==> src/rtl/rst_release_seq.sv <==
// rst_release_seq
// Releases a domain's per-block resets one at a time after the domain clock
// gate is enabled. It also serves software soft-reset requests and collapses
// every reset whenever the domain clock source reports unstable.
//
// Soft-reset handshake: SW_RST_REQ is a level that is only looked at in DONE.
// The edge that accepts it produces a single-cycle SW_RST_ACK. A request seen
// in any other state is dropped rather than remembered. A request still high
// when DONE is reached again is accepted again.
module rst_release_seq #(
  parameter int unsigned NUM_OUT   = 3,
  parameter int unsigned STAGE_DLY = 16,
  parameter int unsigned HOLD_CYC  = 4
) (
  input  logic               CLK,
  input  logic               RST,
  input  logic               CLK_STABLE,
  input  logic               SW_RST_REQ,
  output logic               CLK_EN,
  output logic [NUM_OUT-1:0] STAGE_RST_N,
  output logic               SEQ_DONE,
  output logic               SW_RST_ACK,
  output logic [2:0]         dbg_state
);

  // The counter must hold the longer of the two phase lengths without wrapping.
  localparam int unsigned CNT_MAX = (STAGE_DLY > HOLD_CYC) ? STAGE_DLY : HOLD_CYC;
  localparam int unsigned CNT_W   = $clog2(CNT_MAX + 1);
  localparam int unsigned IDX_W   = (NUM_OUT > 1) ? $clog2(NUM_OUT) : 1;

  localparam logic [CNT_W-1:0] STAGE_LAST = CNT_W'(STAGE_DLY - 1);
  localparam logic [CNT_W-1:0] HOLD_LAST  = CNT_W'(HOLD_CYC - 1);
  localparam logic [CNT_W-1:0] CNT_ONE    = CNT_W'(1);
  localparam logic [IDX_W-1:0] IDX_LAST   = IDX_W'(NUM_OUT - 1);
  localparam logic [IDX_W-1:0] IDX_ONE    = IDX_W'(1);

  typedef enum logic [2:0] {
    S_WAIT_CLK = 3'd0,
    S_CLK_ON   = 3'd1,
    S_RELEASE  = 3'd2,
    S_DONE     = 3'd3,
    S_HOLD     = 3'd4
  } state_t;

  state_t             state_q,       state_d;
  logic [CNT_W-1:0]   cnt_q,         cnt_d;
  logic [IDX_W-1:0]   idx_q,         idx_d;
  logic               clk_en_q,      clk_en_d;
  logic [NUM_OUT-1:0] stage_rst_n_q, stage_rst_n_d;
  logic               seq_done_q,    seq_done_d;
  logic               sw_rst_ack_q,  sw_rst_ack_d;

  // Register the state and every output. RST forces all of them back to the
  // fully-reset condition without waiting for a clock edge.
  always_ff @(posedge CLK or posedge RST) begin
    if (RST) begin
      state_q       <= S_WAIT_CLK;
      cnt_q         <= '0;
      idx_q         <= '0;
      clk_en_q      <= 1'b0;
      stage_rst_n_q <= '0;
      seq_done_q    <= 1'b0;
      sw_rst_ack_q  <= 1'b0;
    end else begin
      state_q       <= state_d;
      cnt_q         <= cnt_d;
      idx_q         <= idx_d;
      clk_en_q      <= clk_en_d;
      stage_rst_n_q <= stage_rst_n_d;
      seq_done_q    <= seq_done_d;
      sw_rst_ack_q  <= sw_rst_ack_d;
    end
  end

  // Next state and next outputs. Clock loss overrides everything else,
  // including a soft-reset request that arrives on the same edge.
  always_comb begin
    state_d       = state_q;
    cnt_d         = cnt_q;
    idx_d         = idx_q;
    clk_en_d      = clk_en_q;
    stage_rst_n_d = stage_rst_n_q;
    seq_done_d    = seq_done_q;
    sw_rst_ack_d  = 1'b0;

    if (state_q != S_WAIT_CLK && !CLK_STABLE) begin
      state_d       = S_WAIT_CLK;
      cnt_d         = '0;
      idx_d         = '0;
      clk_en_d      = 1'b0;
      stage_rst_n_d = '0;
      seq_done_d    = 1'b0;
    end else begin
      case (state_q)
        S_WAIT_CLK: begin
          if (CLK_STABLE) begin
            state_d  = S_CLK_ON;
            clk_en_d = 1'b1;
            cnt_d    = '0;
          end
        end

        S_CLK_ON: begin
          if (cnt_q == STAGE_LAST) begin
            cnt_d            = '0;
            idx_d            = IDX_ONE;
            stage_rst_n_d[0] = 1'b1;
            if (NUM_OUT == 1) begin
              state_d    = S_DONE;
              seq_done_d = 1'b1;
            end else begin
              state_d = S_RELEASE;
            end
          end else begin
            cnt_d = cnt_q + CNT_ONE;
          end
        end

        S_RELEASE: begin
          if (cnt_q == STAGE_LAST) begin
            cnt_d                = '0;
            stage_rst_n_d[idx_q] = 1'b1;
            if (idx_q == IDX_LAST) begin
              state_d    = S_DONE;
              seq_done_d = 1'b1;
            end else begin
              idx_d = idx_q + IDX_ONE;
            end
          end else begin
            cnt_d = cnt_q + CNT_ONE;
          end
        end

        S_DONE: begin
          if (SW_RST_REQ) begin
            state_d       = S_HOLD;
            cnt_d         = '0;
            stage_rst_n_d = '0;
            seq_done_d    = 1'b0;
            sw_rst_ack_d  = 1'b1;
          end
        end

        S_HOLD: begin
          // Leaving HOLD looks exactly like a fresh clock enable, so the
          // release order and spacing match power-up.
          if (cnt_q == HOLD_LAST) begin
            state_d = S_CLK_ON;
            cnt_d   = '0;
            idx_d   = '0;
          end else begin
            cnt_d = cnt_q + CNT_ONE;
          end
        end

        default: begin
          state_d       = S_WAIT_CLK;
          cnt_d         = '0;
          idx_d         = '0;
          clk_en_d      = 1'b0;
          stage_rst_n_d = '0;
          seq_done_d    = 1'b0;
        end
      endcase
    end
  end

  assign CLK_EN      = clk_en_q;
  assign STAGE_RST_N = stage_rst_n_q;
  assign SEQ_DONE    = seq_done_q;
  assign SW_RST_ACK  = sw_rst_ack_q;
  assign dbg_state   = state_q;

endmodule

==> config.mk <==
export PLATFORM = sky130hd
export DESIGN_NAME = rst_release_seq
export DESIGN_NICKNAME = d
export VERILOG_FILES = /design/src/rtl/rst_release_seq.sv
export SDC_FILE = /design/constraint.sdc
export NUM_CORES = 1
export LEC_CHECK = 0
export CORE_MARGIN = 3
export CORE_UTILIZATION = 51
export CTS_BUF_LIST = sky130_fd_sc_hd__clkbuf_8
export DETAILED_ROUTE_END_ITERATION = 10
export PLACE_DENSITY = 0.78
export SETUP_SLACK_MARGIN = 0.1
export SYNTH_ARGS = -nofsm -noshare
export SYNTH_HDL_FRONTEND = slang
export SYNTH_SLANG_ARGS = --single-unit
==> constraint.sdc <==
create_clock -name CLK -period 1.7 [get_ports CLK]
set_input_delay 0.51 -clock CLK [delete_from_list [all_inputs] [get_ports CLK]]
set_output_delay 0.51 -clock CLK [all_outputs]
set_load 0.02 [all_outputs]
### After elaboration in Yosys (flattened, before gate mapping)

Cells that the tools add are included.

| storage, ports and cells | value |
|---|---|
| output and inout port bits | 9 |
| input bits | 4 |
| register bits | 16 |
| logic and storage cells | 87 |

| cells by class | value |
|---|---|
| reductions and logical operators | 17 |
| add/subtract/negate cells | 2 |
| muxes and demuxes | 39 |
| equality and inequality tests | 18 |
| bitwise operators | 1 |
| order comparisons | 2 |

Operator list:

| kind | count |
|---|---|
| 3-bit 2-to-1 mux | 10 |
| 5-bit 2-to-1 mux | 5 |
| 3-bit inequality test (second input constant) | 7 |
| 5-bit one-hot mux with 4 select lines | 1 |
| 3-bit one-hot mux with 5 select lines | 1 |
| 1-bit 2-to-1 mux | 11 |
| 2-bit 2-to-1 mux | 5 |
| 2-bit by 1-bit inequality test with 1-bit output (second input constant) | 4 |
| 2-bit one-hot mux with 4 select lines | 1 |
| 4-bit AND reduction | 2 |
| 3-bit by 2-bit equality test with 1-bit output (second input constant) | 2 |
| 2-bit one-hot mux with 3 select lines | 1 |
| 6-bit AND reduction | 1 |
| 2-bit OR reduction | 3 |
| 5-bit by 1-bit adder with 5-bit output (second input constant) | 1 |
| 5-bit by 2-bit equality test with 1-bit output (second input constant) | 1 |
| 5-bit by 4-bit equality test with 1-bit output (second input constant) | 1 |
| 5-bit AND reduction | 1 |
| 1-bit one-hot mux with 4 select lines | 1 |
| 2-bit AND reduction | 2 |
| 4-bit OR reduction | 1 |
| 3-bit by 1-bit equality test with 1-bit output (second input constant) | 1 |
| 3-bit equality test (second input constant) | 1 |
| 3-bit zero test | 1 |
| other kinds (13) | 14 |

### Depth between registers and ports, before layout

| logic depth | value |
|---|---|
| word-level depth | 8 |
| gate-level depth with buffers | 9 |
| mapped depth without buffers | 9 |

### Worst setup path before layout

OpenSTA, ideal clock, no wires.

| path | value |
|---|---|
| kind | reg2reg |
| start | register cnt_q[0] |
| end | register idx_q[0] |
| buffers on the path | 0 |
| stages on the path, launching flop included | 10 |
| library setup time | 128 ps |
| setup slack | -191 ps |
| arrival | 1,764 ps |
| clock period less this slack | 1,891 ps |
| data required time | 1,572 ps |
| cells stage by stage | dfrtp_1 > ha_1 > nand3_1 > inv_1 > ha_1 > nor2_1 > o21ai_1 > a21bo_4 > a21boi_4 > mux2_1 |

| between the ends | value |
|---|---|
| cells in the longest elaborated chain, start to end | 3 |
| elaborated cells on any way between the ends | 6 |
| classes of those cells | eq/ne (5); reduce/logical (1) |

RTL lines:

| item | RTL line | RTL |
|---|---|---|
| start, declared | 46 | `logic [CNT_W-1:0] cnt_q, cnt_d;` |
| start signal, assigned | 66 | `cnt_q <= cnt_d;` |
| 5-bit by 2-bit equality test with 1-bit output or 5-bit by 4-bit equality test with 1-bit output (tied branches) | 147, 104, 120 |  |
| 3-bit inequality test (no line) | - |  |
| 5-bit AND reduction (no line) (*) | - |  |
| end signal, assigned | 67 | `idx_q <= idx_d;` |
| end, declared | 47 | `logic [IDX_W-1:0] idx_q, idx_d;` |

Every way passes the cells marked *; elsewhere a longest branch is shown, timed or not.
A chain may end at the register's enable or synchronous reset.

### Worst setup path after layout

| path | value |
|---|---|
| start | register cnt_q[1] |
| end | register idx_q[0] |

Same word-level chain as after synthesis.

==> out/qor.csv <==
stage,metric,value,unit
clock_network,CTS tree,built,
sta,Setup WS post-layout,-183,ps
global_routing,Total GRT Usage,24.0,%
logic_synthesis,Mapped Cells,113,
layout,"non-filler cells, final",183,
global_routing,first-pass GRT wire length,4.46,mm
power_and_ir_drop,Peak VDD IR,0.676,mV
logic_synthesis,Most used DFF post-synth,dfrtp_1,
sta,Final setup viols,9,
clock_network,Clock Sink Count,16,
place,placed instance area,1360,um2
layout,FILL cells,93,
critical_path,Worst path max stage delay,480,ps
place,IO Port Bufs,12,
power_and_ir_drop,Clk pwr share,23.3,%
logic_synthesis,sequential share of the synthesized area,40.1,%
sta,Fmax,531,MHz
floorplanning,I/O pin count,13,
global_routing,initial antenna violation count,0,
clock_network,root buffer cell,clkbuf_8,
power_and_ir_drop,Pint,0.822,mW
clock_network,Max clock buf depth,2,
routing,TritonRoute pass-1 iters,4,
layout,layout cells sized above 1,41.8,%
floorplanning,Rows,15,
power_and_ir_drop,P_sw,0.414,mW
critical_path,WP data arrival,2020,ps
sta,unrepaired setup endpoints after global routing,true,
critical_path,Crit-path slowest cell,or4b_4,
routing,Initial DRC Count,24,
floorplanning,Die Ht,50.2,um
critical_path,Critical Path Sink Type,register,
global_routing,busiest grt layer,met2,
floorplanning,Die Area,2520,um2
logic_synthesis,syn avg cell area,8.84,um2
routing,Via density,5.64,
logic_synthesis,Ys Warns,0,
logic_synthesis,Unique masters post-synth,35,
routing,final antenna-violating net count,0,
global_routing,largest net degree at the start of global routing,17,
routing,vias,1032,
layout,post-layout net count,170,
global_routing,met2 GRT Util,38.5,%
logic_synthesis,syn nets,123,
layout,ANT cells,0,
place,RD Place Congestion,0.852,
job,Max Cap Viol,0,
clock_network,CTS H-tree depth,1,
clock_network,CTS Hold Bufs,0,
power_and_ir_drop,Gate power share,37.6,%
hold_path,Hold EP,SEQ_DONE$_DFFE_PP0P_,
sta,headroom to the max-slew limit,79.5,%
logic_synthesis,mapped cell area,998,um2
power_and_ir_drop,total power draw,1.24,mW
sta,Final min period,1880,ps
clock_network,Worst-Skew Late Latency,250,ps
power_and_ir_drop,sw frac,33.5,%
layout,Post-Layout Inst Area,1560,um2
global_routing,GRT Residual Overflow,0,
clock_network,number of CTS-inserted buffers,3,
critical_path,sequence of cells on the critical path,ha_2 -> or4b_4 -> nand3_2 -> a21bo_4 -> a21boi_4 -> mux2_4,
critical_path,worst reg2reg path endpoint,idx_q[0]$_DFFE_PP0P_,
place,DP Wirelength,1.89,mm
critical_path,Setup CP Type,register to register,
floorplanning,width of the die,50.2,um
sta,slew at the pin closest to its max-slew limit,308,ps
layout,Final Util,87.6,%
hold_path,HP Start,SEQ_DONE$_DFFE_PP0P_,
floorplanning,starting density of the core,56.0,%
sta,final hold viol count,0,
clock_network,clock-pin slew of the registers on the worst-case setup and hold paths,60,ps
place,Place WS,-368,ps
outcome,failing checks,setup timing,
global_routing,grt met3 use,6.53,%
critical_path,critical path startpoint category,register,
power_and_ir_drop,sequential share of power,39.0,%
routing,wire per inst,16.2,um
place,cell count after placement,173,
sta,final slew viol count,0,
sta,"Period Utilization, post-route",111,%
logic_synthesis,synthesized flop and latch total,16,
global_routing,vias in the first global route,983,
layout,synthesis-to-layout area growth,56.4,%
routing,drt drc,0,
floorplanning,core area,1780,um2
critical_path,maximum fanout along the worst path,3,
hold_path,Worst Hold Class,register to register,
critical_path,Reg2Reg Depth,6,
critical_path,RR Startpoint,cnt_q[1]$_DFFE_PP0P_,
global_routing,grt met1 use,28.5,%
hold_path,hold path depth,2,
routing,routed wire length,2.97,mm
sta,clock skew,4.02,ps
critical_path,R2R setup slack,-180,ps
outcome,status,finished with violations,
logic_synthesis,Post-synth EDFFs,0,
power_and_ir_drop,Leak,0.748,nW
critical_path,Critical Path RT,1840,ps
power_and_ir_drop,cell area power density,791,nW/um2
logic_synthesis,"FFs w/ async S/R, synth",100,%
-- cells in the mapped netlist (2+ instances only) --
cell      number  area [um2]
nand4_1        2        12.5
maj3_1         2        20.0
nor2_1        10        37.5
o21ai_0        8        40.0
a22oi_1        2        15.0
ha_1           6        75.1
dfrtp_1       16         400
nand2b_1       3        18.8
clkbuf_1       3        11.3
nand3_1        6        30.0
nor2b_1        5        31.3
nand2_1       10        37.5
inv_1         10        37.5
a21oi_1        9        45.0
-- power groups by stage --
stage                     combinational (mW)  sequential [mW]  clock [mW]
after global routing                   0.512            0.489       0.317
after floorplan                        0.204            0.506           0
after CTS                              0.421            0.480       0.292
after detailed placement               0.427            0.485           0
final                                  0.465            0.482       0.288
after global placement                 0.412            0.479           0
-- cells in the final DEF, fill, tap and decap left out, drive strengths merged, types with 4 or more instances in the layout --
cell / instances
nor2b: 5
inv: 10
buf: 34
clkbuf: 4
dfrtp: 16
a21oi: 9
nor2: 11
ha: 6
dlygate4sd2: 8
o21ai: 9
nand2: 10
nand3: 7
-- sequential cells by signal (all words and copies together), names as in the netlist --
signal,flops
cnt_q,5
STAGE_RST_N,3
dbg_state,3
idx_q,2
CLK_EN,1
SEQ_DONE,1
SW_RST_ACK,1
-- final cells by class --
| class | count | area (um2) | area share, % |
|---|---|---|---|
| Multi-Input combinational cell | 83 | 661 | 42.3 |
| Sequential cell | 16 | 403 | 25.8 |
| Timing Repair Buffer | 46 | 388 | 24.8 |
| Clock buffer | 3 | 41.3 | 2.64 |
| Inverter | 10 | 37.5 | 2.40 |
| Tap cell | 25 | 31.3 | 2.00 |
-- worst max-delay path, delay by kind of cell (launching register included) --
kind	cells	cell delay, ps
AO/OA/AOI/OAI	2	330
flip-flops	1	360
adder cells (fa/ha/maj)	1	210
multiplexers	1	310
AND/OR/NAND/NOR	2	570
-- cells by family after synthesis --
| group | Yosys count | synth area share, % |
|---|---|---|
| AND/OR/NAND/NOR | 43 | 22.4 |
| AO/OA/AOI/OAI | 30 | 20.4 |
| flip-flops | 16 | 40.1 |
| buffers and inverters | 14 | 5.39 |
| adder cells (fa/ha/maj) | 8 | 9.52 |
| multiplexers | 2 | 2.13 |
-- metrics by stage --
step	TNS (ps)	hold slack, ps
6_report	-981	501
5_1_grt	-1830	552
4_1_cts	-951	502
3_5_place_dp	-4020	493
3_3_place_gp	-3640	479
2_1_floorplan	-160	424
-- what timing repair did --
action                     4_1_cts  5_1_grt
setup endpoints to repair       24       18
pin swaps                        3       14
resized for setup               15       25
buffers inserted                 1        7
-- worst max-delay path by stage --
stage                              start                          to  slack (ps)  depth (start not counted)
finish              cnt_q[1]$_DFFE_PP0P_        idx_q[0]$_DFFE_PP0P_        -180                          6
global route        cnt_q[1]$_DFFE_PP0P_        idx_q[0]$_DFFE_PP0P_        -230                          6
CTS                 cnt_q[0]$_DFFE_PP0P_        idx_q[0]$_DFFE_PP0P_        -180                          9
detailed placement            CLK_STABLE        cnt_q[2]$_DFFE_PP0P_        -370                          6
global placement              CLK_STABLE  STAGE_RST_N[0]$_DFFE_PP0P_        -320                          6
floorplan           cnt_q[0]$_DFFE_PP0P_        idx_q[0]$_DFFE_PP0P_        -160                          6
-- layer usage --
metal	share of wire [%]	vias up	wire length, um
met5	0	-	0
met4	3.7	0	110
met3	4.9	11	146
met2	51	31	1520
met1	40	508	1200
li1	-	482	-
Power figures use the tool's default switching activity.
